### config.mk
export PLATFORM = sky130hd
export DESIGN_NAME = pipeline_controller
export DESIGN_NICKNAME = d
export VERILOG_FILES = /design/src/rtl/pipeline_controller.sv
export SDC_FILE = /design/constraint.sdc
export NUM_CORES = 1
export LEC_CHECK = 0
export CAP_MARGIN = 10
export CORE_AREA = 5 5 86 107
export CTS_BUF_LIST = sky130_fd_sc_hd__clkbuf_8
export DETAILED_ROUTE_END_ITERATION = 12
export DIE_AREA = 0 0 91 112
export GPL_TIMING_DRIVEN = 0
export PLACE_DENSITY = 0.8
export SLEW_MARGIN = 20
export SYNTH_ARGS = -nofsm -noshare
export SYNTH_HDL_FRONTEND = slang
export SYNTH_SLANG_ARGS = --single-unit
### constraint.sdc
create_clock -name clk_i -period 1.9 [get_ports clk_i]
set_input_delay 0.38 -clock clk_i [delete_from_list [all_inputs] [get_ports clk_i]]
set_output_delay 0.38 -clock clk_i [all_outputs]
set_load 0.005 [all_outputs]
### src/rtl/pipeline_controller.sv
// Hazard/flush sequencer for the 5-stage core: per-stage stall and flush
// controls, misprediction recovery, stall/flush counters and busy timeout.
module pipeline_controller #(
   parameter int unsigned FLUSH_CYCLES   = 2,
   parameter int unsigned TIMEOUT_CYCLES = 1024
) (
   input  logic        clk_i,
   input  logic        rst_i,
   input  logic        decode_hazard_i,
   input  logic        ex_busy_i,
   input  logic        mem_busy_i,
   input  logic        branch_mispredict_i,
   output logic        stall_fetch_o,
   output logic        stall_decode_o,
   output logic        stall_execute_o,
   output logic        stall_memory_o,
   output logic        flush_fetch_o,
   output logic        flush_decode_o,
   output logic        flush_execute_o,
   output logic [31:0] stall_cycles_o,
   output logic [31:0] flush_count_o,
   output logic        timeout_o
);

   typedef enum logic [1:0] {RUN, MEM_WAIT, EX_WAIT, FLUSH} state_t;

   localparam logic [3:0]  FLUSH_LOAD = 4'(FLUSH_CYCLES - 1);
   localparam logic [15:0] TO_LAST    = 16'(TIMEOUT_CYCLES - 1);
   // A single-cycle flush is fully covered by the redirect cycle itself.
   localparam state_t      REDIR_NEXT = (FLUSH_CYCLES > 1) ? FLUSH : RUN;

   state_t      state, state_n;
   logic [3:0]  cnt, cnt_n;
   logic        pend, pend_n;
   logic        redirect;
   logic [15:0] run_cnt;
   logic        busy;
   logic        sf, sd, se, sm, ff, fd, fe;

   assign busy = mem_busy_i | ex_busy_i;

   always_comb begin
      state_n  = state;
      cnt_n    = cnt;
      pend_n   = pend;
      redirect = 1'b0;
      sf = 1'b0; sd = 1'b0; se = 1'b0; sm = 1'b0;
      ff = 1'b0; fd = 1'b0; fe = 1'b0;
      if (busy) begin
         sf = 1'b1; sd = 1'b1; se = 1'b1;
         sm = mem_busy_i;
         state_n = mem_busy_i ? MEM_WAIT : EX_WAIT;
         // An interrupted flush is replayed in full once the busy clears.
         if (branch_mispredict_i || state == FLUSH)
            pend_n = 1'b1;
      end else if (branch_mispredict_i || pend) begin
         ff       = 1'b1;
         fd       = 1'b1;
         redirect = 1'b1;
         pend_n   = 1'b0;
         cnt_n    = FLUSH_LOAD;
         state_n  = REDIR_NEXT;
      end else if (state == FLUSH) begin
         fd      = 1'b1;
         cnt_n   = (cnt != 4'd0) ? cnt - 4'd1 : 4'd0;
         state_n = (cnt <= 4'd1) ? RUN : FLUSH;
      end else begin
         sf      = decode_hazard_i;
         state_n = RUN;
      end
   end

   assign stall_fetch_o   = rst_i & sf;
   assign stall_decode_o  = rst_i & sd;
   assign stall_execute_o = rst_i & se;
   assign stall_memory_o  = rst_i & sm;
   assign flush_fetch_o   = rst_i & ff;
   assign flush_decode_o  = rst_i & fd;
   assign flush_execute_o = rst_i & fe;

   always_ff @(posedge clk_i or negedge rst_i) begin
      if (!rst_i) begin
         state          <= RUN;
         cnt            <= 4'd0;
         pend           <= 1'b0;
         stall_cycles_o <= 32'd0;
         flush_count_o  <= 32'd0;
         run_cnt        <= 16'd0;
         timeout_o      <= 1'b0;
      end else begin
         state <= state_n;
         cnt   <= cnt_n;
         pend  <= pend_n;
         if (stall_fetch_o)
            stall_cycles_o <= stall_cycles_o + 32'd1;
         if (redirect)
            flush_count_o <= flush_count_o + 32'd1;
         if (busy) begin
            if (run_cnt != 16'hFFFF)
               run_cnt <= run_cnt + 16'd1;
            if (run_cnt >= TO_LAST)
               timeout_o <= 1'b1;
         end else begin
            run_cnt <= 16'd0;
         end
      end
   end

endmodule
* Word-level counts from Yosys, hierarchy flattened
Index checks and enable logic that the tools add are counted.
** Storage, ports and cells
- Register bits after elaboration :: 88
** Cells by class
- $add $sub $neg :: 4
- Magnitude comparators :: 2
- Equality and inequality tests :: 4
- Muxes and demuxes :: 23
- Bitwise logic cells :: 7
- Reductions and logical operators :: 8
** Operators with widths (number)
- $add A32 B1 Y32 const B :: 2
- $mux W16 :: 2
- $add A16 B1 Y16 const B :: 1
- $ge A16 B10 Y1 const B :: 1
- $ne A16 B16 Y1 const B :: 1
- $mux W1 :: 13
- $mux W4 :: 3
- $mux W2 :: 5
- $reduce_and A2 Y1 :: 3
- $and A1 B1 Y1 :: 5
- $le A4 B1 Y1 const B :: 1
- $ne A2 B1 Y1 const B :: 2
- $reduce_bool A2 Y1 :: 2
- $reduce_bool A4 Y1 :: 1
- $sub A4 B1 Y4 const B :: 1
- $eq A2 B2 Y1 const B :: 1
- $logic_or A1 B1 Y1 :: 2
- $not A1 Y1 :: 1
- $or A1 B1 Y1 :: 1

* Longest topological paths before layout
- Word-level depth :: 5
- Mapped depth :: 6
- Gate-level depth less buffers :: 6

* Least setup slack after synthesis
Ideal clock, no wire load.
- Path type :: register to register
- From :: register state[0]
- To :: register stall_cycles_o[1]
- Data arrival time :: 1.492 ns
- Setup slack :: 0.284 ns
- Cell stages (with the launch flop) :: 6
- Path buffers :: 1
- Period minus slack after synthesis :: 1.616 ns
- Cells stage by stage :: dfrtp_1 -> a211o_1 -> o21ai_2 -> and2_1 -> buf_2 -> mux2_2
** Between the ends
- Word-level cells in the longest chain between the ends :: 5
** RTL lines
- from (decl) :: line 32 : state_t state, state_n;
- from (signal assigned) :: line 91 : state <= state_n;
- $eq A2 B2 Y1 :: line 63 : end else if (state == FLUSH) begin
- $mux W1 :: line 63
- $mux W1 :: line 56 : end else if (branch_mispredict_i || pend) begin
- $mux W1 :: line 49 : if (busy) begin
- $and A1 B1 Y1 :: line 73 : assign stall_fetch_o = rst_i & sf;
- via stall_fetch_o :: line 13 : output logic stall_fetch_o,
- to (signal assigned) :: line 95 : stall_cycles_o <= stall_cycles_o + 32'd1;
- to (decl) :: line 20 : output logic [31:0] stall_cycles_o,
The timed path passes the listed nets, and every way through them passes these cells.
A chain may end at the register's enable or synchronous reset.

* Final worst setup path
- From :: register state[1]
- To :: output flush_decode_o
** Between the ends
- Word-level cells in the longest chain between the ends :: 5
** RTL lines
- $eq A2 B2 Y1 :: line 63
- $mux W1 :: line 63
- $mux W1 :: line 56
- $mux W1 :: line 49
- $and A1 B1 Y1 :: line 78 : assign flush_decode_o = rst_i & fd;
- to (decl) :: line 18 : output logic flush_decode_o,
No other way between the ends.

==> Implementation_results.wiki <==
{| class="wikitable"
! Metric !! Value
|-
| Number of antenna violations at the first check in global routing || 0
|-
| Overall die height || 112 um
|-
| Most frequent cells in the layout || sky130_fd_sc_hd__dfrtp_1, sky130_fd_sc_hd__clkdlybuf4s50_1, sky130_fd_sc_hd__xnor2_1, sky130_fd_sc_hd__nor2_1, sky130_fd_sc_hd__nand3_1
|-
| Routed wirelength normalized by instance count || 16.4 um
|-
| Critical Path Start Type || flop
|-
| Cell depth of the worst flop-to-flop path || 7
|-
| Delay of the slowest cell on the worst path || 0.41 ns
|-
| Clock slew at the register clock pins of the worst setup and hold paths || 0.09 ns
|-
| Class of the tightest hold or removal check || primary input to asynchronous set/reset pin
|-
| Unrepaired setup endpoints after global routing || true
|-
| Synthesized flop and latch total || 88
|-
| Maximum number of pins on one net before global-route repair || 29
|-
| Arrival time at the worst endpoint || 1.54 ns
|-
| Peak supply drop || 0.460 mV
|-
| Met3 Usage GRT || 0.0399
|-
| Final-stage net count || 501
|-
| Slowest library cell on the worst path || sky130_fd_sc_hd__dfrtp_1
|-
| Worst Setup End Kind || output port
|-
| Max H-tree Level || 3
|-
| Crit Path Max Fanout || 2
|-
| Post-Syn Instances || 392
|-
| Via count normalized by instance count || 5.61
|-
| Most frequent standard cell in the layout excluding fill and tap cells || sky130_fd_sc_hd__dfrtp_1
|-
| Fraction of layout cells with a size suffix above 1 || 0.143
|-
| Max-cap violation count || 0
|-
| First drt pass iteration count || 4
|-
| CORE AREA || 8100 sq um
|-
| Worst slew margin relative to its limit || 0.432
|-
| Routed wire length || 9.75 mm
|-
| GP Congestion || 0.796
|-
| Top cell type by total area after synthesis || sky130_fd_sc_hd__dfrtp_1
|-
| Unique masters post-synth || 52
|-
| Number of enable-type register cells in the synthesized netlist || 0
|-
| Area share of the largest cell type after synthesis || 0.521
|-
| Setup violation total in the final timing report || 2
|-
| Met2 Usage GRT || 0.341
|-
| Final cycle utilization of the critical path || 1.01
|-
| Sequential area share after synthesis || 0.521
|-
| Clock tree root buffer cell || sky130_fd_sc_hd__clkbuf_8
|-
| Net count of the mapped netlist || 401
|-
| Outcome || finished, violations left
|-
| Sinks on Clock Net || 88
|-
| Final Max Slew Viols || 0
|-
| Initial core utilization || 0.522
|-
| Buffer levels on the longest clock path || 2
|-
| Cell types occupying the most area after synthesis || sky130_fd_sc_hd__dfrtp_1, sky130_fd_sc_hd__xnor2_1, sky130_fd_sc_hd__xor2_1
|-
| Top achievable clock speed || 0.522 GHz
|-
| Proportion of register bits with asynchronous set or reset after synthesis || 1.00
|-
| Die Footprint || 10,200 sq um
|-
| Largest clock skew in the final design || 0.0116 ns
|-
| Cell-by-cell listing of the critical path || a211o_4 -> buf_6 -> and3_4 -> buf_6
|-
| Count of filler cells inserted in the layout || 604
|-
| Count of vias placed by the detailed router || 3,331
|-
| Violated checks || negative setup slack
|-
| Ports placed on the boundary || 78
|-
| Layer carrying the most global-route usage || met2
|-
| IO Port Bufs || 76
|-
| Power per unit of standard cell area || 762 nW/um^2
|-
| Antenna Diode Count || 0
|-
| Final Hold Fails || 0
|-
| Worst-margin pin slew || 0.849 ns
|-
| Relative area change from synthesis to final layout || 32.3%
|-
| Final core utilization || 0.690
|-
| Number of synthesis warnings || 0
|-
| Overall fraction of global-route tracks in use || 0.202
|-
| Number of buffers added by the clock tree synthesis step || 9
|-
| Setup slack after layout || -0.0151 ns
|-
| Library cell appearing most often on the critical path || sky130_fd_sc_hd__buf_6
|-
| Leakage component of the power || 2.47 nW
|-
| Syn Area/Cell || 10.8 sq um
|-
| Routed Antenna Nets || 0
|-
| Global route overflow || 0
|-
| Global-route wire length before repair || 16.8 mm
|-
| Grt met1 use || 0.248
|-
| Start-to-end type of the worst setup path || flop to output port
|-
| Most common flop cell mapped by yosys || sky130_fd_sc_hd__dfrtp_1
|-
| Skew-Pair Late Insertion Delay || 0.36 ns
|-
| Critical path data required time || 1.52 ns
|-
| Cell area after technology mapping || 4230 sq um
|-
| TritonCTS clock tree || built
|-
| Via count of the first global-routing pass || 3,450
|-
| Width of the die || 91 um
|-
| Period minus WS final || 1.92 ns
|-
| Number of placement rows || 37
|-
| DP HPWL || 6.67 mm
|-
| Initial DRC count || 136
|-
| Post-detailed-route DRC marker count || 0
|-
| Pre-CTS setup slack || -0.970 ns
|}
## logic make-up (layout without fill, tap and decap cells)
family | Yosys count | after routing | share of synthesized area
buf+inv | 17 | 122 | 0.0195
other cells | 1 | 1 | 0.000888
mux | 4 | 4 | 0.0101
fa+ha+maj | 3 | 3 | 0.00888
xor+xnor | 70 | 70 | 0.145
flops | 88 | 88 | 0.521
compound gates | 30 | 30 | 0.0515
simple gates | 179 | 179 | 0.243
## synth_stat cells (2+ instances only)
cell                        count
sky130_fd_sc_hd__dfrtp_1       88
sky130_fd_sc_hd__xnor2_1       47
sky130_fd_sc_hd__nor2_1        42
sky130_fd_sc_hd__nand3_1       30
sky130_fd_sc_hd__nand2_1       29
sky130_fd_sc_hd__xor2_1        23
sky130_fd_sc_hd__nand4_1       22
sky130_fd_sc_hd__and3_1        13
sky130_fd_sc_hd__a21oi_1        7
sky130_fd_sc_hd__and2_1         7
sky130_fd_sc_hd__inv_1          7
sky130_fd_sc_hd__and4_1         6
sky130_fd_sc_hd__o21ai_0        6
sky130_fd_sc_hd__nor3_1         5
sky130_fd_sc_hd__nor3_2         5
sky130_fd_sc_hd__buf_4          4
sky130_fd_sc_hd__buf_2          3
sky130_fd_sc_hd__clkbuf_1       3
sky130_fd_sc_hd__ha_1           3
sky130_fd_sc_hd__nand2b_1       3
sky130_fd_sc_hd__nand3_2        3
sky130_fd_sc_hd__a31oi_1        2
sky130_fd_sc_hd__mux2_2         2
sky130_fd_sc_hd__mux2i_1        2
sky130_fd_sc_hd__nor4_4         2
sky130_fd_sc_hd__o2111ai_1      2
## worst paths after layout
check | slack, ns | from | to
max | -0.02 | state[1] | flush_decode_o
min | 0.07 | rst_i | run_cnt[6]
max reg2reg | 0.06 | state[1] | stall_cycles_o[19]
min reg2reg | 0.48 | flush_count_o[31] | flush_count_o[31]
max in group asynchronous | 0.59 | rst_i | flush_count_o[23]
min in group clk_i | 0.28 | mem_busy_i | state[1]
## where the power goes
| part | internal (mW) | total, mW | leakage (nW) | switching [mW] |
|---|---|---|---|---|
| sequential | 2.03 | 2.24 | 1.17 | 0.206 |
| combinational | 0.466 | 0.800 | 1.21 | 0.334 |
| clock | 0.525 | 1.22 | 0.0895 | 0.700 |
| total | 3.02 | 4.26 | 2.47 | 1.24 |
## cell type report
cell class	instances	area, sq um	share of cell area
Buffer	7	48.8	0.00873
Clock buffer	10	138	0.0246
Clock inverter	6	50.0	0.00895
Inverter	7	26.3	0.00470
Multi-Input combinational cell	287	2000	0.358
Sequential cell	88	2200	0.394
Tap cell	97	121	0.0217
Timing Repair Buffer	92	1000	0.179
## timing repair
item / CTS / global route
hold buffers: 2 / 0
endpoints found under the hold margin: 33 / 0
setup endpoints to repair: 31 / 12
buffers inserted: 7 / 3
gates cloned: 3 / 0
resized for setup: 45 / 6
pin swaps: 5 / 7
## routing by layer
metal	vias up	part of all wire
met3	21	0.044
met1	1656	0.42
met2	84	0.51
li1	1570	-
met5	-	0
met4	0	0.028
## metrics by stage
stage	instance area, sq um	setup TNS (ns)	instances	total power [mW]	hold slack (ns)
finish	5590	-0.0248	594	4.26	0.0698
floorplan	4230	0	392	2.59	0.0844
detailed placement	5130	-27.48	566	3.00	0.364
global placement	5110	-372.40	565	2.97	0.460
CTS	5570	-0.103	593	4.29	0.0627
global route	5590	-0.139	594	4.49	0.0705
## critical path: cells and delay by family, from the launching register on
family                 cells  cell delay [ns]
and+or+nand+nor            1             0.17
AOI/OAI and AO/OA          1             0.37
buffers and inverters      2             0.24
DFF                        1             0.41
## state kept, by name (all words and copies together), names as in the netlist
name and cells:
flush_count_o 32, stall_cycles_o 32, run_cnt 16, cnt 4, state 2, pend 1
timeout_o 1
No activity file was read; power rests on OpenSTA's default activity.
